### config.mk
export PLATFORM = sky130hd
export DESIGN_NAME = snake_motion_unit
export DESIGN_NICKNAME = d
export VERILOG_FILES = /design/src/rtl/snake_motion_unit.sv
export SDC_FILE = /design/constraint.sdc
export NUM_CORES = 1
export LEC_CHECK = 0
export BUFFER_PORTS_ARGS = -buffer_cell sky130_fd_sc_hd__clkbuf_2
export CORE_ASPECT_RATIO = 1.75
export CORE_UTILIZATION = 45
export CTS_CLUSTER_SIZE = 40
export DETAILED_ROUTE_END_ITERATION = 10
export REMOVE_ABC_BUFFERS = 1
export SETUP_SLACK_MARGIN = 0.2
export SYNTH_ARGS = -nofsm -noshare
export SYNTH_HDL_FRONTEND = slang
export SYNTH_SLANG_ARGS = --single-unit
### constraint.sdc
create_clock -name clk -period 8.68 [get_ports clk]
set_input_delay 1.736 -clock clk [delete_from_list [all_inputs] [get_ports clk]]
set_output_delay 1.736 -clock clk [all_outputs]
set_load 0.05 [all_outputs]
### src/rtl/snake_motion_unit.sv
// snake_motion_unit: body shift register, direction latch, step timer, wall/self collision and render query.
// Optional SNAKE_WRAP_WALLS_EN: moves off an edge re-enter on the opposite edge and hit_wall never sets.
module snake_motion_unit #(
  parameter int GRID_W      = 40,
  parameter int GRID_H      = 30,
  parameter int X_W         = 6,
  parameter int Y_W         = 5,
  parameter int MAX_LEN     = 16,
  parameter int INIT_LEN    = 3,
  parameter int STEP_CYCLES = 25000000
) (
  input  logic           clk,
  input  logic           reset,
  input  logic [1:0]     game_status,
  input  logic           restart,
  input  logic           key1_press,
  input  logic           key2_press,
  input  logic           key3_press,
  input  logic           key4_press,
  input  logic           apple_eat,
  input  logic [X_W-1:0] query_x,
  input  logic [Y_W-1:0] query_y,
  output logic           hit_wall,
  output logic           hit_body,
  output logic [X_W-1:0] head_x,
  output logic [Y_W-1:0] head_y,
  output logic [4:0]     snake_len,
  output logic           step_pulse,
  output logic           body_at_q
);
  localparam int CNT_W = (STEP_CYCLES > 2) ? $clog2(STEP_CYCLES) : 1;
  localparam logic [CNT_W-1:0] CNT_LAST = CNT_W'(STEP_CYCLES - 1);
  localparam logic [1:0] ST_START = 2'b01;
  localparam logic [1:0] ST_PLAY  = 2'b10;
  localparam logic signed [X_W:0] X_LIM = GRID_W[X_W:0];
  localparam logic signed [Y_W:0] Y_LIM = GRID_H[Y_W:0];
  localparam logic signed [X_W:0] X_ONE = {{X_W{1'b0}}, 1'b1};
  localparam logic signed [Y_W:0] Y_ONE = {{Y_W{1'b0}}, 1'b1};
  localparam logic [Y_W-1:0] Y_MID = Y_W'(GRID_H / 2);

  typedef enum logic [1:0] {D_UP, D_DOWN, D_LEFT, D_RIGHT} dir_t;

  logic [MAX_LEN-1:0][X_W-1:0] seg_x, init_x;
  logic [MAX_LEN-1:0][Y_W-1:0] seg_y;
  dir_t             dir, pend_dir, key_dir;
  logic [CNT_W-1:0] cnt;
  logic             grow_pend;
  logic             key_any, key_ok, running, step_fire, grow;
  logic             x_out, y_out, off_grid, body_hit, query_hit;
  logic signed [X_W:0] dx, sx;
  logic signed [Y_W:0] dy, sy;
  logic [X_W-1:0]   nx;
  logic [Y_W-1:0]   ny;
  logic [4:0]       chk_len;

  assign head_x = seg_x[0];
  assign head_y = seg_y[0];

  always_comb begin
    for (int i = 0; i < MAX_LEN; i++) init_x[i] = X_W'(GRID_W / 2 - i);
  end

  // Reversal is judged against the last committed move, not the pending one.
  always_comb begin
    key_any = key1_press | key2_press | key3_press | key4_press;
    key_dir = key1_press ? D_UP : key2_press ? D_DOWN : key3_press ? D_LEFT : D_RIGHT;
    key_ok  = key_any && (game_status == ST_START || game_status == ST_PLAY) &&
              (key_dir != dir_t'(dir ^ 2'b01));
  end

  assign running   = (game_status == ST_PLAY) && !hit_wall && !hit_body;
  assign step_fire = running && (cnt == CNT_LAST);
  assign grow      = grow_pend | apple_eat;

  // One extra sign bit so stepping left of x=0 / above y=0 is seen as negative.
  always_comb begin
    dx = '0;
    dy = '0;
    case (pend_dir)
      D_UP:    dy = '1;
      D_DOWN:  dy = Y_ONE;
      D_LEFT:  dx = '1;
      default: dx = X_ONE;
    endcase
    sx    = $signed({1'b0, seg_x[0]}) + dx;
    sy    = $signed({1'b0, seg_y[0]}) + dy;
    x_out = sx[X_W] || (sx >= X_LIM);
    y_out = sy[Y_W] || (sy >= Y_LIM);
`ifdef SNAKE_WRAP_WALLS_EN
    off_grid = 1'b0;
    nx = sx[X_W] ? X_W'(GRID_W - 1) : x_out ? '0 : sx[X_W-1:0];
    ny = sy[Y_W] ? Y_W'(GRID_H - 1) : y_out ? '0 : sy[Y_W-1:0];
`else
    off_grid = x_out || y_out;
    nx = sx[X_W-1:0];
    ny = sy[Y_W-1:0];
`endif
  end

  // Without growth the tail vacates this step, so it cannot be hit.
  always_comb begin
    chk_len   = grow ? snake_len : snake_len - 5'd1;
    body_hit  = 1'b0;
    query_hit = 1'b0;
    for (int i = 1; i < MAX_LEN; i++)
      if (i < int'(chk_len) && seg_x[i] == nx && seg_y[i] == ny) body_hit = 1'b1;
    for (int i = 0; i < MAX_LEN; i++)
      if (i < int'(snake_len) && seg_x[i] == query_x && seg_y[i] == query_y) query_hit = 1'b1;
  end

  always_ff @(posedge clk or posedge reset) begin
    if (reset) begin
      seg_x      <= init_x;
      seg_y      <= {MAX_LEN{Y_MID}};
      dir        <= D_RIGHT;
      pend_dir   <= D_RIGHT;
      snake_len  <= 5'(INIT_LEN);
      hit_wall   <= 1'b0;
      hit_body   <= 1'b0;
      step_pulse <= 1'b0;
      body_at_q  <= 1'b0;
      cnt        <= '0;
      grow_pend  <= 1'b0;
    end else if (restart) begin
      seg_x      <= init_x;
      seg_y      <= {MAX_LEN{Y_MID}};
      dir        <= D_RIGHT;
      pend_dir   <= D_RIGHT;
      snake_len  <= 5'(INIT_LEN);
      hit_wall   <= 1'b0;
      hit_body   <= 1'b0;
      step_pulse <= 1'b0;
      body_at_q  <= 1'b0;
      cnt        <= '0;
      grow_pend  <= 1'b0;
    end else begin
      step_pulse <= 1'b0;
      body_at_q  <= query_hit;
      cnt        <= (!running || step_fire) ? '0 : cnt + 1'b1;
      if (key_ok) pend_dir <= key_dir;
      if (apple_eat) grow_pend <= 1'b1;
      if (step_fire) begin
        if (off_grid) hit_wall <= 1'b1;
        else if (body_hit) hit_body <= 1'b1;
        else begin
          // Full-depth shift: when growing, slot len picks up the old tail.
          seg_x      <= {seg_x[MAX_LEN-2:0], nx};
          seg_y      <= {seg_y[MAX_LEN-2:0], ny};
          dir        <= pend_dir;
          step_pulse <= 1'b1;
          grow_pend  <= 1'b0;
          if (grow && snake_len < 5'(MAX_LEN)) snake_len <= snake_len + 5'd1;
        end
      end
    end
  end
endmodule

==> impl_results.md, run 1 <==
- Status: finished clean
- Root Driver: clkbuf_16
- Synthesized area: 0.01540 mm^2
- RSZ-0062 raised after global routing: no
- Fmax: 159.0 MHz
- Pwr dens: 150.0 mW/mm^2
- Period utilization: 72.47%
- NetSw: 0.0007383 W
- DP HPWL: 35990 um
- Internal power: 0.001750 W
- Ys Warns: 0
- Post-synth top flop: dfrtp_1
- Pre-CTS WS: 2294 ps
- Clock share of power: 42.4%
- Slew Limit Headroom: 26.26%
- Crit path from: pend_dir[1]$_DFFE_PP1P_
- Worst Path Arrival: 6750 ps
- Filler instances: 3165
- CP bufs+invs: 3
- Total GRT Usage: 28.66%
- Post-synth cell types: 82
- Avg Cell Area, Syn: 9.796 um^2
- First-pass GRT wire length: 74840 um
- Design Area, Final: 0.01659 mm^2
- Synth Register Bits: 215
- Final setup violation count: 0
- Routed wire per std cell: 24.30 um
- Sw frac: 29.68%
- Peak supply drop: 0.1312 mV
- Synthesis-to-layout area growth: 7.735%
- Startpoint types: flop
- Total power: 0.002488 W
- Crit-path cells: or2_2 > inv_1 > ha_1 > a21oi_1 > and2_1 > xnor2_1 > buf_4 > a41oi_1 > o221ai_1 > nor3_2 > nand2_1 > nor3_2 > buf_12 > mux2i_1
- Post-synthesis sequential area ratio: 35.81%
- Drt pass-1 iters: 5
- Antenna Cells: 0
- Combinational cell fraction of total power: 17.0%
- TritonCTS clock tree: built
- Hold EP: cnt[0]$_DFF_PP0_
- WP data required: 9140 ps
- Worst r2r dst: seg_y[68]$_DFFE_PP1P_
- Initial Utilization: 45.64%
- Post_cts resized: 0
- Sequential share of power: 40.6%
- Largest net degree at the start of global routing: 123
- Total grt overflow: 0
- IO Port Bufs: 40
- Vias in the first global route: 12.18k
- Critical Path Fanout Max: 122
- Crit path max-delay family: simple AND/OR/NAND/NOR gates
- Initial antenna violation count: 0
- Die Width: 141.8 um
- Postcts setup bufs: 0
- Crit path top cell by count: nor3_2
- CTS Buf Count: 24
- FF-to-FF path depth: 14
- Worst-path clk slew: 60 ps
- HP Start: cnt[0]$_DFF_PP0_
- Max-cap violations: 0
- Worst hold path class: flop to flop
- Hold buffer count at cts: 0
- Area after DPL: 0.01580 mm^2
- Routability Congestion: 0.9356
- Worst R2R Setup Slack: 2390 ps
- Pleak: 6.075 nW
- 1st-iter DRT viols: 877
- Final hold violations: 0
- Crit. End Element: flop
- DRC Markers: 0
- Slowest Stage Delay on Critical Path: 660 ps
- EDFF count, synth: 0
- Vias: 11.80k
- Post-layout util: 49.17%
- Core area: 0.03374 mm^2
- Max clock buf depth: 3
- Skew final: 25.25 ps
- Worst r2r src: pend_dir[1]$_DFFE_PP1P_
- Synthesized instance count: 1572
- IO Pins: 41
- Post-route ant nets: 0
- H-tree Lvls: 1
- Crit path kind: flop to flop
- CTS Sinks: 215
- Max-slew violation count: 0
- Post-synth ARST share: 100.0%
- Clk Latency, worst-skew pair: 550 ps
- Final #Nets: 1572
- Worst slew pin tran: 1106 ps
- Worst path slowest cell: dfstp_2
- Worst setup margin: 2389 ps
- Via density: 5.873
- Die height: 246.7 um
- Share of layout cells above drive strength 1: 15.38%
- Row count: 89
- WHS Path Cells: 1
- Post-route minimum period: 6291 ps
- Final wirelength: 48830 um
- DIE AREA: 0.03499 mm^2
## power by group through the flow
stage          logic [W]  clock network (W)  registers [W]
3_3_place_gp    0.000415                  0        0.00103
4_1_cts         0.000419            0.00108        0.00101
3_5_place_dp    0.000416                  0        0.00103
6_report        0.000423            0.00105        0.00101
2_1_floorplan   0.000256                  0        0.00103
5_1_grt         0.000448            0.00111        0.00101
## placed cells by master (no fill, tap or decap), types with 8 or more instances in the layout
master     instances
and3_1            11
dfstp_2          107
nor2_1           186
nand3_1           36
clkbuf_2          39
nor4_1            32
nand2_1           33
xnor3_1           24
buf_4             24
a21oi_1           29
o21ai_0           18
a31oi_1            9
xnor2_1          222
ha_1              14
mux2i_1          167
o31ai_1           11
xor2_1           125
nand2b_1          77
inv_1             17
dfrtp_1          108
nand4_1           60
nor3_1            31
a2111oi_0          8
clkbuf_16         25
## worst reg2reg max path: stages, from the launching register on
cell      delay, ps
dfstp_2         660
or2_2           170
inv_1           110
ha_1            640
a21oi_1         310
and2_1          620
xnor2_1         280
buf_4           250
a41oi_1         250
o221ai_1        310
nor3_2          560
nand2_1         520
nor3_2          370
buf_12          480
mux2i_1         670
## synth_stat cells, drive strengths merged (19+ instances only)
master	instances	share of area, %
clkbuf	82	2.0
mux2i	167	11
dfstp	107	18
nand2	33	0.80
nand3	36	1.2
nand4	60	2.4
xnor2	225	13
xnor3	24	3.5
nor3	33	1.1
buf	45	1.9
dfrtp	108	18
inv	19	0.46
nor2	186	4.5
xor2	126	7.2
nor4	33	1.4
o21ai	19	0.62
a21oi	29	0.94
nand2b	77	3.1
## layout make-up
type	instances	area [um^2]	share of cell area, %
clock buffers	34	699.4	4.216
clock inverters	10	91.34	0.5505
inverters	20	82.58	0.4977
multi-input cells	1210	9228	55.62
flip-flops and latches	215	5514	33.24
well taps	455	569.3	3.431
repair buffers	65	406.6	2.451
## worst max path at each step
stage               slack (ps)  cells past startpoint               endpoint
finish                    2390                     14  seg_y[68]$_DFFE_PP1P_
detailed placement        2290                     11  seg_y[68]$_DFFE_PP1P_
floorplan               -12080                     12  head_x[5]$_DFFE_PP0P_
global route              2150                     14  seg_y[48]$_DFFE_PP1P_
global placement          2420                     11  seg_y[68]$_DFFE_PP1P_
CTS                       2590                     14  seg_x[21]$_DFFE_PP0P_
## sequential cells by signal, indices dropped and copies added, names as in the netlist
register    cells
body_at_q       1
cnt            25
dir             2
grow_pend       1
head_x          6
head_y          5
hit_body        1
hit_wall        1
pend_dir        2
seg_x          90
seg_y          75
snake_len       5
step_pulse      1
## through the flow
step | instances | setup TNS [ps] | hold WS [ps]
after floorplan | 1445 | -1863540 | 447.3
after global placement | 1965 | 0 | 491.8
after detailed placement | 1965 | 0 | 499.4
after CTS | 2009 | 0 | 508.1
after global routing | 2009 | 0 | 546.9
final | 2009 | 0 | 502.0
## cells by family after synthesis
family          count (synthesis)  synth area share (%)
buf+inv                       147                 4.404
simple gates                  514                 17.23
compound gates                134                 6.297
fa+ha+maj                      15                 1.267
flops                         215                 35.81
xor+xnor                      376                 23.85
mux                           171                 11.15
## per-layer routing
layer / wire [um] / GRT usage (%)
met1: 19360 / 34.38
met2: 23520 / 48.16
met3: 2439 / 3.660
met4: 3509 / 18.56
met5: 0 / 0
No activity file was read; power rests on OpenSTA's default activity.
==> inputs of run 2 (changes only) <==
==> constraint.sdc (replaced) <==
create_clock -name clk -period 6.2 [get_ports clk]
set_input_delay 1.24 -clock clk [delete_from_list [all_inputs] [get_ports clk]]
set_output_delay 1.24 -clock clk [all_outputs]
set_load 0.05 [all_outputs]
==> run 2 against run 1 <==
Compared with the run above: worst hold slack worse by 19 ps; global-route usage up 0.62 points; sequential cell count unchanged; register-to-register slack worse by 1600 ps; critical endpoint is now seg_x[18]$_DFFE_PP1P_; utilization about the same; routed wire length up 2.7%; via count down 0.11%; die area unchanged; sequential share of layout area about the same; clock power up 29%; final cell count up 0.15%.
==> impl_results.md, run 2 (synthesis gave the netlist of run 1 again) <==
- Via density: 5.857 (was 5.873)
- Max reg flops: 90 (unchanged)
- Synthesis-to-layout area growth: 7.645% (was 7.735%)
- Fmax: 186.0 MHz (was 159.0 MHz)
- Worst r2r src: pend_dir[0]$_DFFE_PP1P_ (was pend_dir[1]$_DFFE_PP1P_)
- Worst slew pin tran: 1040 ps (was 1106 ps)
- IO Pins: 41 (unchanged)
- Top flop regs: seg_x (90), seg_y (75), cnt (25) (unchanged)
- First-pass GRT wire length: 75890 um (was 74840 um)
- Largest Register: seg_x (unchanged)
- Max clock buf depth: 3 (unchanged)
- Slew Limit Headroom: 30.12% (was 26.26%)
- Sw frac: 29.81% (was 29.68%)
- Filler instances: 3214 (was 3165)
- Final wirelength: 50130 um (was 48830 um)
- Worst Path Arrival: 5840 ps (was 6750 ps)
- Peak supply drop: 0.1805 mV (was 0.1312 mV)
- Pre-CTS WS: 931.7 ps (was 2294 ps)
- Worst R2R Setup Slack: 820 ps (was 2390 ps)
- Final hold violations: 0 (unchanged)
- Post_cts resized: 0 (unchanged)
- Pleak: 6.059 nW (was 6.075 nW)
- Postcts setup bufs: 0 (unchanged)
- Post-layout util: 49.13% (was 49.17%)
- TritonCTS clock tree: built (unchanged)
- Max-cap violations: 0 (unchanged)
- Worst Hold Slack: 483.4 ps (was 502.0 ps)
- FF-to-FF path depth: 13 (was 14)
- Drt pass-1 iters: 6 (was 5)
- Most frequent cells in the layout: 222 x xnor2_1, 186 x nor2_1, 167 x mux2i_1 (unchanged)
- Clock share of power: 39.8% (was 42.4%)
- Critical Path Fanout Max: 115 (was 122)
- Sequential cell area: 0.005514 mm^2 (unchanged)
- Period utilization: 86.72% (was 72.47%)
- RSZ-0062 raised after global routing: no (unchanged)
- Share of layout cells above drive strength 1: 15.41% (was 15.38%)
- Vias: 11.79k (was 11.80k)
- Startpoint types: flop (unchanged)
- Worst-path clk slew: 60 ps (about the same)
- DIE AREA: 0.03499 mm^2 (unchanged)
- Post-route minimum period: 5377 ps (was 6291 ps)
- Status: finished clean (unchanged)
- Crit path to: seg_x[18]$_DFFE_PP1P_ (was seg_y[68]$_DFFE_PP1P_)
- Total GRT Usage: 29.28% (was 28.66%)
- Routed wire per std cell: 24.91 um (was 24.30 um)
- Core area: 0.03374 mm^2 (unchanged)
- IO Port Bufs: 40 (unchanged)
- Max-slew violation count: 0 (unchanged)
- Worst hold path class: flop to flop (unchanged)
- Row count: 89 (unchanged)
- Hold buffer count at cts: 0 (unchanged)
- WP data required: 6660 ps (was 9140 ps)
- Combinational cell fraction of total power: 18.4% (was 17.0%)
- Crit path from: pend_dir[0]$_DFFE_PP1P_ (was pend_dir[1]$_DFFE_PP1P_)
- NetSw: 0.001009 W (was 0.0007383 W)
- Internal power: 0.002375 W (was 0.001750 W)
- Routability Congestion: 0.9974 (was 0.9356)
- Area of the multi-input gates: 0.009228 mm^2 (unchanged)
- H-tree Lvls: 1 (unchanged)
- Antenna Cells: 0 (unchanged)
- Die height: 246.7 um (unchanged)
- Clk Latency, worst-skew pair: 540 ps (was 550 ps)
- CTS Sinks: 215 (unchanged)
- Post-route ant nets: 0 (unchanged)
- Worst r2r dst: seg_x[18]$_DFFE_PP1P_ (was seg_y[68]$_DFFE_PP1P_)
- DP HPWL: 36910 um (was 35990 um)
- Total power: 0.003384 W (was 0.002488 W)
- Pwr dens: 204.1 mW/mm^2 (was 150.0 mW/mm^2)
- Worst setup margin: 823.3 ps (was 2389 ps)
- Largest net degree at the start of global routing: 131 (was 123)
- Root Driver: clkbuf_16 (unchanged)
- Skew final: 11.26 ps (was 25.25 ps)
- 1st-iter DRT viols: 982 (was 877)
- Initial antenna violation count: 0 (unchanged)
- Crit path kind: flop to flop (unchanged)
- Initial Utilization: 45.64% (unchanged)
- DRC Markers: 0 (unchanged)
- Final setup violation count: 0 (unchanged)
- CTS Buf Count: 23 (was 24)
- Vias in the first global route: 12.16k (was 12.18k)
- Final #Nets: 1577 (was 1572)
- Sequential share of power: 41.8% (was 40.6%)
- Most common cell after layout, fill and taps aside: xnor2_1 (unchanged)
- Total grt overflow: 0 (unchanged)
- Crit. End Element: flop (unchanged)
- Die Width: 141.8 um (unchanged)
-- run 2: cell types whose count changed in the layout (fill, tap and decap cells not counted) --
cell        previous run  this run
clkinv_4               2         0
clkbuf_16             25        23
buf_12                 1         3
inv_8                  2         1
buf_4                 24        28
clkbuf_8               4         2
clkinvlp_4             1         3
clkbuf_1               5         7
-- run 2: worst min-delay path by stage --
stage,from,end,slack (ps),cells after the start
2_1_floorplan,cnt[0]$_DFF_PP0_,cnt[0]$_DFF_PP0_,450,1
3_3_place_gp,cnt[0]$_DFF_PP0_,cnt[0]$_DFF_PP0_,480,1
3_5_place_dp,cnt[0]$_DFF_PP0_,cnt[0]$_DFF_PP0_,470,1
4_1_cts,cnt[0]$_DFF_PP0_,cnt[0]$_DFF_PP0_,480,1
5_1_grt,cnt[0]$_DFF_PP0_,cnt[0]$_DFF_PP0_,500,1
6_report,cnt[0]$_DFF_PP0_,cnt[0]$_DFF_PP0_,480,1
-- run 2: metrics by stage --
stage	area (um^2)	TNS, ps	cells
after floorplan	14800	-2347940	1445
after global placement	15870	0	1971
after detailed placement	15870	0	1971
after CTS	16580	0	2012
after global routing	16580	0	2012
final	16580	0	2012
-- run 2: area by class of cell --
class,instances,area share (%)
clock buffer,32,3.797
clock inverter,9,0.4680
inverter,20,0.4982
multi-input combinational,1210,55.66
sequential,215,33.26
tap,455,3.434
timing repair buffer,71,2.876
-- run 2: critical path: stages (launching register included) --
cell and delay [ps]:
dfstp_2 610, nand2b_1 200, inv_2 120, ha_1 540
nor2_1 90, mux2_2 290, or4_1 540, nand2_1 350
o221ai_1 340, nor3_2 630, nand2_1 200, nor3_2 350
buf_12 640, mux2i_1 280
-- run 2: routing by layer --
layer / global-route usage, % / share of wire, % / up-vias
li1: - / - / 5353
met1: 34.38 / 38 / 5866
met2: 50.62 / 50 / 416
met3: 3.021 / 4.9 / 150
met4: 18.94 / 7.0 / 0
met5: 0 / 0 / -
-- run 2: power by group through the flow --
stage	sequential, W	combinational [W]	clock, W
after floorplan	0.00144	0.000358	0
after global placement	0.00144	0.000604	0
final	0.00142	0.000621	0.00135
after CTS	0.00141	0.000612	0.00139
after detailed placement	0.00144	0.000608	0
after global routing	0.00141	0.000655	0.00142
